--- src/rtl/ball_engine.sv ---
// ball_engine: single-ball pong engine with paddle hits, scoring and a serve/score/game-over FSM
module ball_engine #(
    parameter int W          = 10,
    parameter int SCREEN_W   = 640,
    parameter int SCREEN_H   = 480,
    parameter int BALL_R     = 6,
    parameter int PAD_HALF_H = 20,
    parameter int LEFT_PAD_X = 100,
    parameter int RIGHT_PAD_X = 540,
    parameter int TICK_DIV   = 18,
    parameter int MAX_SPEED  = 4,
    parameter int HOLD_TICKS = 32,
    parameter int WIN_SCORE  = 7
) (
    input  logic         clk,
    input  logic         reset_n,
    input  logic         serve,
    input  logic [W-1:0] left_paddle_pos,
    input  logic [W-1:0] right_paddle_pos,
    output logic [W-1:0] ball_x_pos,
    output logic [W-1:0] ball_y_pos,
    output logic [3:0]   score_left,
    output logic [3:0]   score_right,
    output logic [1:0]   state_o,
    output logic         hit_pulse,
    output logic         point_pulse
);
    typedef enum logic [1:0] {IDLE, PLAY, SCORED, GAME_OVER} state_t;
    typedef logic signed [W+1:0] s_t;
    localparam int SPW = $clog2(MAX_SPEED + 1);
    localparam int HW  = $clog2(HOLD_TICKS + 1);
    localparam logic [W-1:0] CX = W'(SCREEN_W / 2);
    localparam logic [W-1:0] CY = W'(SCREEN_H / 2);
    localparam s_t R    = s_t'(BALL_R);
    localparam s_t PH   = s_t'(PAD_HALF_H);
    localparam s_t LPX  = s_t'(LEFT_PAD_X);
    localparam s_t RPX  = s_t'(RIGHT_PAD_X);
    localparam s_t XR   = s_t'(SCREEN_W - 1);
    localparam s_t YB   = s_t'(SCREEN_H - 1);
    localparam s_t XMAX = s_t'(SCREEN_W - 1 - BALL_R);
    localparam s_t YMAX = s_t'(SCREEN_H - 1 - BALL_R);

    state_t         state_q, state_d;
    logic [TICK_DIV-1:0] cnt_q, cnt_d;
    logic [W-1:0]   x_q, x_d, y_q, y_d;
    logic           dir_x_q, dir_x_d, dir_y_q, dir_y_d;
    logic [SPW-1:0] speed_q, speed_d;
    logic [3:0]     score_l_q, score_l_d, score_r_q, score_r_d;
    logic [HW-1:0]  hold_q, hold_d;
    logic           hit_q, hit_d, point_q, point_d;

    logic tick, miss_r, miss_l, hit_r, hit_l, y_flip;
    s_t   sx, sy, spd, lp, rp, x_fwd, x_back, x_step, y_step;

    assign tick   = &cnt_q;
    assign cnt_d  = cnt_q + TICK_DIV'(1);
    assign sx     = s_t'(x_q);
    assign sy     = s_t'(y_q);
    assign spd    = s_t'(speed_q);
    assign lp     = s_t'(left_paddle_pos);
    assign rp     = s_t'(right_paddle_pos);
    assign miss_r = dir_x_q && sx + R >= XR;
    assign miss_l = !dir_x_q && sx <= R;
    assign hit_r  = dir_x_q && sx + R >= RPX && sx <= RPX && sy + R >= rp - PH && sy - R <= rp + PH;
    assign hit_l  = !dir_x_q && sx - R <= LPX && sx >= LPX && sy + R >= lp - PH && sy - R <= lp + PH;
    assign x_fwd  = sx + spd;
    assign x_back = sx - spd;
    assign x_step = dir_x_q ? (x_fwd > XMAX ? XMAX : x_fwd) : (x_back < R ? R : x_back);
    assign y_flip = dir_y_q ? (sy + R + spd >= YB) : (sy <= R + spd);
    assign y_step = y_flip ? (dir_y_q ? YMAX : R) : (dir_y_q ? sy + spd : sy - spd);

    always_comb begin
        state_d   = state_q;
        x_d       = x_q;
        y_d       = y_q;
        dir_x_d   = dir_x_q;
        dir_y_d   = dir_y_q;
        speed_d   = speed_q;
        score_l_d = score_l_q;
        score_r_d = score_r_q;
        hold_d    = hold_q;
        hit_d     = 1'b0;
        point_d   = 1'b0;
        case (state_q)
            IDLE: begin
                x_d = CX;
                y_d = CY;
                if (serve) begin
                    state_d = PLAY;
                    speed_d = SPW'(1);
                end
            end
            PLAY: if (tick) begin
                if (miss_r || miss_l) begin
                    state_d   = SCORED;
                    point_d   = 1'b1;
                    hold_d    = '0;
                    score_l_d = miss_r ? score_l_q + 4'd1 : score_l_q;
                    score_r_d = miss_l ? score_r_q + 4'd1 : score_r_q;
                end else if (hit_r || hit_l) begin
                    dir_x_d = !dir_x_q;
                    speed_d = speed_q == SPW'(MAX_SPEED) ? speed_q : speed_q + SPW'(1);
                    hit_d   = 1'b1;
                end else begin
                    x_d = x_step[W-1:0];
                end
                y_d     = y_step[W-1:0];
                dir_y_d = dir_y_q ^ y_flip;
            end
            SCORED: if (tick) begin
                hold_d = hold_q + HW'(1);
                // dir_x still points at the conceding side, so the next serve goes toward them
                if (hold_q == HW'(HOLD_TICKS - 1)) begin
                    state_d = (score_l_q == 4'(WIN_SCORE) || score_r_q == 4'(WIN_SCORE)) ? GAME_OVER : IDLE;
                    x_d     = CX;
                    y_d     = CY;
                    speed_d = SPW'(1);
                    hold_d  = '0;
                end
            end
            default: begin
                x_d = CX;
                y_d = CY;
                if (serve) begin
                    state_d   = IDLE;
                    score_l_d = '0;
                    score_r_d = '0;
                end
            end
        endcase
    end

    always_ff @(posedge clk or negedge reset_n) begin
        if (!reset_n) begin
            state_q   <= IDLE;
            cnt_q     <= '0;
            x_q       <= CX;
            y_q       <= CY;
            dir_x_q   <= 1'b1;
            dir_y_q   <= 1'b1;
            speed_q   <= SPW'(1);
            score_l_q <= '0;
            score_r_q <= '0;
            hold_q    <= '0;
            hit_q     <= 1'b0;
            point_q   <= 1'b0;
        end else begin
            state_q   <= state_d;
            cnt_q     <= cnt_d;
            x_q       <= x_d;
            y_q       <= y_d;
            dir_x_q   <= dir_x_d;
            dir_y_q   <= dir_y_d;
            speed_q   <= speed_d;
            score_l_q <= score_l_d;
            score_r_q <= score_r_d;
            hold_q    <= hold_d;
            hit_q     <= hit_d;
            point_q   <= point_d;
        end
    end

    assign ball_x_pos  = x_q;
    assign ball_y_pos  = y_q;
    assign score_left  = score_l_q;
    assign score_right = score_r_q;
    assign state_o     = state_q;
    assign hit_pulse   = hit_q;
    assign point_pulse = point_q;
endmodule

--- config.mk ---
export PLATFORM = sky130hd
export DESIGN_NAME = ball_engine
export DESIGN_NICKNAME = d
export VERILOG_FILES = /design/src/rtl/ball_engine.sv
export SDC_FILE = /design/constraint.sdc
export NUM_CORES = 1
export LEC_CHECK = 0
export BUFFER_PORTS_ARGS = -buffer_cell sky130_fd_sc_hd__buf_4
export CORE_AREA = 3 3 124 96
export DETAILED_ROUTE_END_ITERATION = 10
export DIE_AREA = 0 0 127 99
export PLACE_DENSITY = 0.79
export SETUP_SLACK_MARGIN = 0.02
export SYNTH_ARGS = -nofsm -noshare
export SYNTH_HDL_FRONTEND = slang
export SYNTH_SLANG_ARGS = --single-unit
--- constraint.sdc ---
create_clock -name clk -period 5.1 [get_ports clk]
set_clock_uncertainty 0.2 [all_clocks]
set_input_delay 1.275 -clock clk [delete_from_list [all_inputs] [get_ports clk]]
set_output_delay 1.275 -clock clk [all_outputs]
set_load 0.05 [all_outputs]
**Word level (Yosys, flattened, before mapping)**

Index checks and enable logic that the tools add are counted.

- $add $sub $neg: 19
- $mul: 0
- Divide/modulo/power cells: 0
- Magnitude comparators: 14
- Eq/ne operators: 17
- Shift-type cells: 0
- Mux-type cells: 54
- Bitwise gates (word level): 3
- Reduce and logical (&&, ||, !) cells: 30

Operators with widths:

| cell | number |
|---|---|
| 10-bit 2-to-1 mux | 13 |
| 10-bit case mux with 2 select lines | 2 |
| 4-bit 2-to-1 mux | 7 |
| 12-bit by 11-bit greater-or-equal comparator with 1-bit output | 2 |
| 11-bit by 12-bit <= comparator with 1-bit output | 2 |
| 6-bit 2-to-1 mux | 4 |
| 10-bit by 3-bit adder with 11-bit output (second input constant) | 2 |
| 10-bit by 5-bit adder with 11-bit output (second input constant) | 2 |
| 2-bit != test (second input constant) | 11 |
| 10-bit by 3-bit subtractor with 11-bit output (second input constant) | 2 |
| 10-bit by 5-bit subtractor with 11-bit output (second input constant) | 2 |
| 3-bit 2-to-1 mux | 7 |
| 21-bit AND reduction | 1 |
| 19-bit AND reduction | 1 |
| 18-bit by 1-bit adder with 18-bit output (second input constant) | 1 |
| 18-bit AND reduction | 1 |
| 4-bit case mux with 2 select lines | 2 |
| 5-bit AND reduction | 3 |
| 2-bit 2-to-1 mux | 7 |
| 11-bit by 3-bit adder with 12-bit output | 1 |
| 12-bit by 10-bit greater-or-equal comparator with 1-bit output (second input constant) | 1 |
| 12-bit by 11-bit greater-or-equal comparator with 1-bit output (second input constant) | 1 |
| 6-bit case mux with 2 select lines | 1 |
| 10-bit by 3-bit adder with 11-bit output | 1 |
| 37 further kinds | 60 |

- Bits in registers: 61
- Bits in latches: 0
- Bits in writable memories: 0
- ROM bits: 0
- Input bits: 23
- Output and inout port bits: 32
- Logic and storage cells: 149
- Memories kept: 0

**Longest topological paths before layout**

- Depth in word-level cells: 11
- Depth in mapped cells: 16
- Depth with buffers taken out: 14

**Worst setup path before layout**

No wires, ideal clock.

- Path type: register to register
- Start point: reg y_q[1], in the netlist ball_y_pos[1]
- End point: reg speed_q[1]
- Library setup time: 78 ps
- Arrival time: 3938 ps
- Data required time: 4822 ps
- Slack: 884 ps
- Cell stages (with the launch flop): 16
- Buffers on the path: 2
- Clock period less this slack: 4216 ps
- Cell sequence: dfrtp_1 > clkbuf_1 > inv_1 > ha_1 > nand4b_1 > o21a_1 > or2_2 > ha_1 > o2111ai_1 > o32ai_1 > o31ai_1 > a221oi_1 > nor2_1 > buf_2 > nor4_2 > o2bb2ai_1

- Word-level cells in the longest chain between the ends: 7
- Elaborated cells on any way between the ends: 13
- Those cells by class: add/sub (2); order compare (4); eq/ne (1); reduce/logical (6)

RTL lines:

| what | RTL line | source |
|---|---|---|
| start, declared | 45 | `logic [W-1:0] x_q, x_d, y_q, y_d;` |
| start signal, assigned | 151 | `y_q <= y_d;` |
| 10-bit by 3-bit adder with 11-bit output | 64, 65 |  |
| 12-bit by 11-bit greater-or-equal comparator with 1-bit output, on equally long branches | 64, 65 |  |
| 1-bit logical AND, on equally long branches (2 in a row) | 64, 65 |  |
| 1-bit logical OR * | 100 | `end else if (hit_r \|\| hit_l) begin` |
| 2-bit != test (no line) * | n/a |  |
| 8-bit AND reduction (no line) * | n/a |  |
| end signal, assigned | 154 | `speed_q <= speed_d;` |
| end, declared | 47 | `logic [SPW-1:0] speed_q, speed_d;` |

Mark *: on every way between the ends. The rest lies on a longest branch, timed or not.
A chain may end at the register's enable or synchronous reset.

**Worst setup path in the final report**

- Start point: reg y_q[2], in the netlist ball_y_pos[2]
- End point: reg dir_x_q

- Word-level cells in the longest chain between the ends: 6
- Elaborated cells on any way between the ends: 12
- Those cells by class: add/sub (2); order compare (4); reduce/logical (6)

RTL lines:

| what | RTL line | source |
|---|---|---|
| 10-bit by 3-bit adder with 11-bit output | 64, 65 |  |
| 12-bit by 11-bit greater-or-equal comparator with 1-bit output, on equally long branches | 64, 65 |  |
| 1-bit logical AND, on equally long branches (2 in a row) | 64, 65 |  |
| 1-bit logical OR * | 100 |  |
| 21-bit AND reduction (no line) * | n/a |  |
| end signal, assigned | 152 | `dir_x_q <= dir_x_d;` |
| end, declared | 46 | `logic dir_x_q, dir_x_d, dir_y_q, dir_y_d;` |

Marks and branches as above.

==> results by group <==
Worst hold path
  – Number of stages on the worst hold path: 1
  – Hold_sp: cnt_q[12]
  – Endpoint, Worst Hold: cnt_q[12]
  – Tightest Hold Check Type: flip-flop to flip-flop

Critical path
  – Number of cells on the critical path: 14
  – Slowest cell delay on critical path: a little over 0.6 ns
  – Start point of the critical path: ball_y_pos[2]
  – Reg2Reg Depth: 14
  – Required time worst endpoint: 5.15 ns
  – Max Fanout on Critical Path: 12
  – Cell with the most instances on the worst path: ha_1
  – Worst path cell trace: inv_1, ha_1, nand4b_1, o21a_1, or2_2, ha_1, o2111ai_1, o32ai_1, o31ai_1, a221oi_1, nor2_1, buf_4, nor4_2, xnor2_1
  – WP data arrival: approximately 4.4 ns
  – CP top delay family: compound AO/OA/AOI/OAI gates
  – Bufs and invs on worst path: 2
  – Cell type of the slowest stage on the worst timing path: dfrtp_1
  – Reg-to-reg slack, setup: 0.80 ns
  – Critical path endpoint category: flip-flop
  – Terminus of the critical flop-to-flop path: dir_x_q
  – Start of the worst register-to-register path: ball_y_pos[2]
  – Startpoint kind of the worst setup timing path: flip-flop
  – Path type of the worst setup path: flip-flop to flip-flop

Logic synthesis
  – Area of the mapped netlist: ~6500 sq um
  – EDFF count, synth: 0
  – Post-Synthesis Cells: 779
  – Predominant post-synthesis flop cell: dfrtp_1
  – Fraction of synthesis flops using an asynchronous set or reset pin: 100%
  – Largest cells by area after synthesis: dfrtp_1 (20%), ha_1 (15%), xnor2_1 (5.4%)
  – Synthesized area per cell: a little over 8 sq um
  – Dominant cell type by area after synthesis: dfrtp_1
  – Area fraction of the dominant cell type after synthesis: 20.1%
  – Share of synthesized area occupied by flip-flops and latches: 23.8%
  – Post-Synthesis Net Count: a little under 900
  – Yosys Warn Count: 0
  – Number of different library cells in the post-synthesis netlist: 80
  – Number of register bits inferred by synthesis: 61

GRT
  – GR met1 Demand/Resource: between 40% and 50%
  – Global-route wire length before repair: 30.1 mm
  – Initial antenna violation count: 0
  – Met2 Use GR: 43.6%
  – Overall Global Routing Usage: between 20% and 30%
  – Number of global-route vias before repair: 5844
  – Global route total overflow: 0
  – Met3 track utilization from global routing: around 4.8%
  – Global route hottest layer: met1
  – Maximum number of pins on one net before global-route repair: 62

Route
  – Final routed DRC violation total: 0
  – Total Routed Length: 18.2 mm
  – Via total after detailed routing: 6261
  – WL per Instance: 19.0 um
  – Post-detailed-route via-to-cell ratio: 6.56
  – Detailed Routing Iterations Pass 1: 5
  – DRC violation total after the first TritonRoute iteration: a little over 700
  – Remaining antenna violation count: 0

CTS
  – Clock insertion delay at the later pin of the skew report: ~0.33 ns
  – Clock buffers created by TritonCTS: 9
  – Clock tree from TritonCTS: yes
  – Number of gates given a new drive strength after cts: 0
  – Sink Count: 61
  – Number of H-tree levels: 3
  – Buffer type at the clock tree root: clkbuf_16
  – Hold_buf cts: 0
  – Clock Pin Slew Worst Setup and Hold Paths: roughly 0.060 ns
  – Number of buffers inserted by post-CTS setup repair: 0
  – Maximum count of clock buffers along a single path: 2

Floorplan
  – Floorplan Core Area: 10800 sq um
  – Number of placed I/O pins: between 50 and 60
  – Initial cell density of the core: 59.8%
  – Chip width: 127 um
  – Area of the die: 12600 sq um
  – Chip Height: roughly 99 um
  – Row count: 33

Timing
  – Setup repair after global routing missed its margin: false
  – Max Freq: 233 MHz
  – Setup TNS: 0 ns
  – Relative max-transition margin: 40.0%
  – Final critical-path required period: between 4 and 5 ns
  – Final setup violation count: 0
  – Final count of hold timing violations: 0
  – Max-slew violation count: 0
  – Tcrit/Tclk final: 84.2%
  – Pin slew with the least headroom to its limit: 0.892 ns

Final layout
  – Fill cells: 866
  – Area of the multi-input gates: 4610 sq um
  – Post-synthesis to final-layout area growth: 12.1%
  – NumNets Final: 913
  – Layout Cell Area excl Fill: 7250 sq um
  – Commonest cells after routing, fill and taps aside: ha_1 (76), nand2_1 (62), nor2_1 (59), buf_4 (59), dfrtp_1 (52)
  – Count of non-filler cells in the finished layout: about 960
  – Area of all sequential standard cells: 1540 sq um
  – Layout cells sized above 1: 12.6%
  – Diode insertion count for antenna repair: 0
  – Most common library cell in the layout ignoring fill and taps: ha_1

Placement
  – PortBufs: 54
  – Number of cells after detailed placement: 939
  – DP Wirelength: 13.6 mm
  – Instance area at placement: roughly 6900 sq um
  – Global placer's final weighted congestion: 1.00

Pwr
  – Power Density: 235 nW/um^2
  – Leakage dissipation: around 3.2 nW
  – Worst VDD drop: 0.192 mV

Flow run
  – Max-cap viol count: 0

Run status
  – Run status: finished, final reports clean
==> synthesized netlist by cell type (all sizes together), types with 3 or more instances <==
library cell / number
nand4b: 6
inv: 42
nor4: 13
xnor2: 40
clkbuf: 28
and2: 5
buf: 11
fa: 4
nor2b: 14
mux2: 3
nor2: 60
a21o: 14
a2111oi: 3
and3: 12
or3: 6
o31ai: 8
dfstp: 9
nand2: 63
o2bb2ai: 4
o221ai: 5
o22ai: 7
ha: 76
dfrtp: 52
o2111ai: 7
a21oi: 35
o211ai: 10
nor3: 20
or2: 6
mux2i: 3
xor2: 37
a211oi: 16
nand4: 12
nand3: 23
and4: 4
a31oi: 5
or4: 5
o21a: 11
nand2b: 9
o211a: 3
o21ai: 43
nand3b: 5
==> stage by stage <==
step	hold WS (ns)	power, mW	setup WS, ns	utilization, %
finish	0.267	1.70	0.805	67.0
global route	0.304	1.78	0.464	67.0
CTS	0.272	1.70	0.847	67.0
detailed placement	0.255	1.02	0.583	64.0
global placement	0.253	1.01	0.741	64.0
floorplan	0.238	0.889	0.884	-
==> area by class of cell <==
class	instances	share of cell area (%)
multi-input cells	636	63.5
flip-flops and latches	61	21.2
repair buffers	59	6.11
clock buffers	9	3.11
well taps	140	2.42
inverters	43	2.23
clock inverters	7	1.45
==> worst max-delay path by stage <==
stage / end / slack (ns)
after floorplan: speed_q[1] / 0.88
after global placement: ball_x_pos[9] / 0.74
after detailed placement: dir_x_q / 0.58
after CTS: dir_x_q / 0.85
after global routing: dir_x_q / 0.46
final: dir_x_q / 0.80
==> metal layers <==
layer	share of wire, %	routed length [um]
met2	43	7830
met5	0	0
met3	9.6	1740
met1	46	8410
met4	0.97	176
==> cell families (layout without fill, tap and decap cells) <==
logic type               Yosys count  count (layout)  share of synthesized area (%)
buffers and inverters             82             118                           5.03
adder cells (fa/ha/maj)           80              80                           15.9
XOR/XNOR                          77              77                           10.4
multiplexers                       6               6                          0.986
AND/OR/NAND/NOR                  267             267                           21.5
flip-flops                        61              61                           23.8
AO/OA/AOI/OAI                    206             206                           22.4
==> power breakdown <==
| group | internal [mW] | switching [mW] | leakage [nW] | total [mW] |
|---|---|---|---|---|
| Clock | 0.436 | 0.242 | 0.159 | 0.678 |
| Sequential | 0.501 | 0.0611 | 0.774 | 0.562 |
| Combinational | 0.183 | 0.280 | 2.28 | 0.463 |
==> registers in the layout, summed over array words and instances (netlist names) <==
signal / cells
ball_y_pos: 10
dir_x_q: 1
cnt_q: 18
dir_y_q: 1
hit_pulse: 1
score_right: 4
point_pulse: 1
score_left: 4
state_o: 2
ball_x_pos: 10
speed_q: 3
hold_q: 6
==> worst reg2reg max path: cells and delay by family (launching register included) <==
| family | cells | cell delay, ns |
|---|---|---|
| AND/OR/NAND/NOR | 4 | 1.10 |
| XOR/XNOR | 1 | 0.15 |
| adder cells (fa/ha/maj) | 2 | 0.63 |
| AO/OA/AOI/OAI | 5 | 1.21 |
| buffers and inverters | 2 | 0.30 |
| flip-flops | 1 | 0.62 |
(Power assumes the default switching activity.)
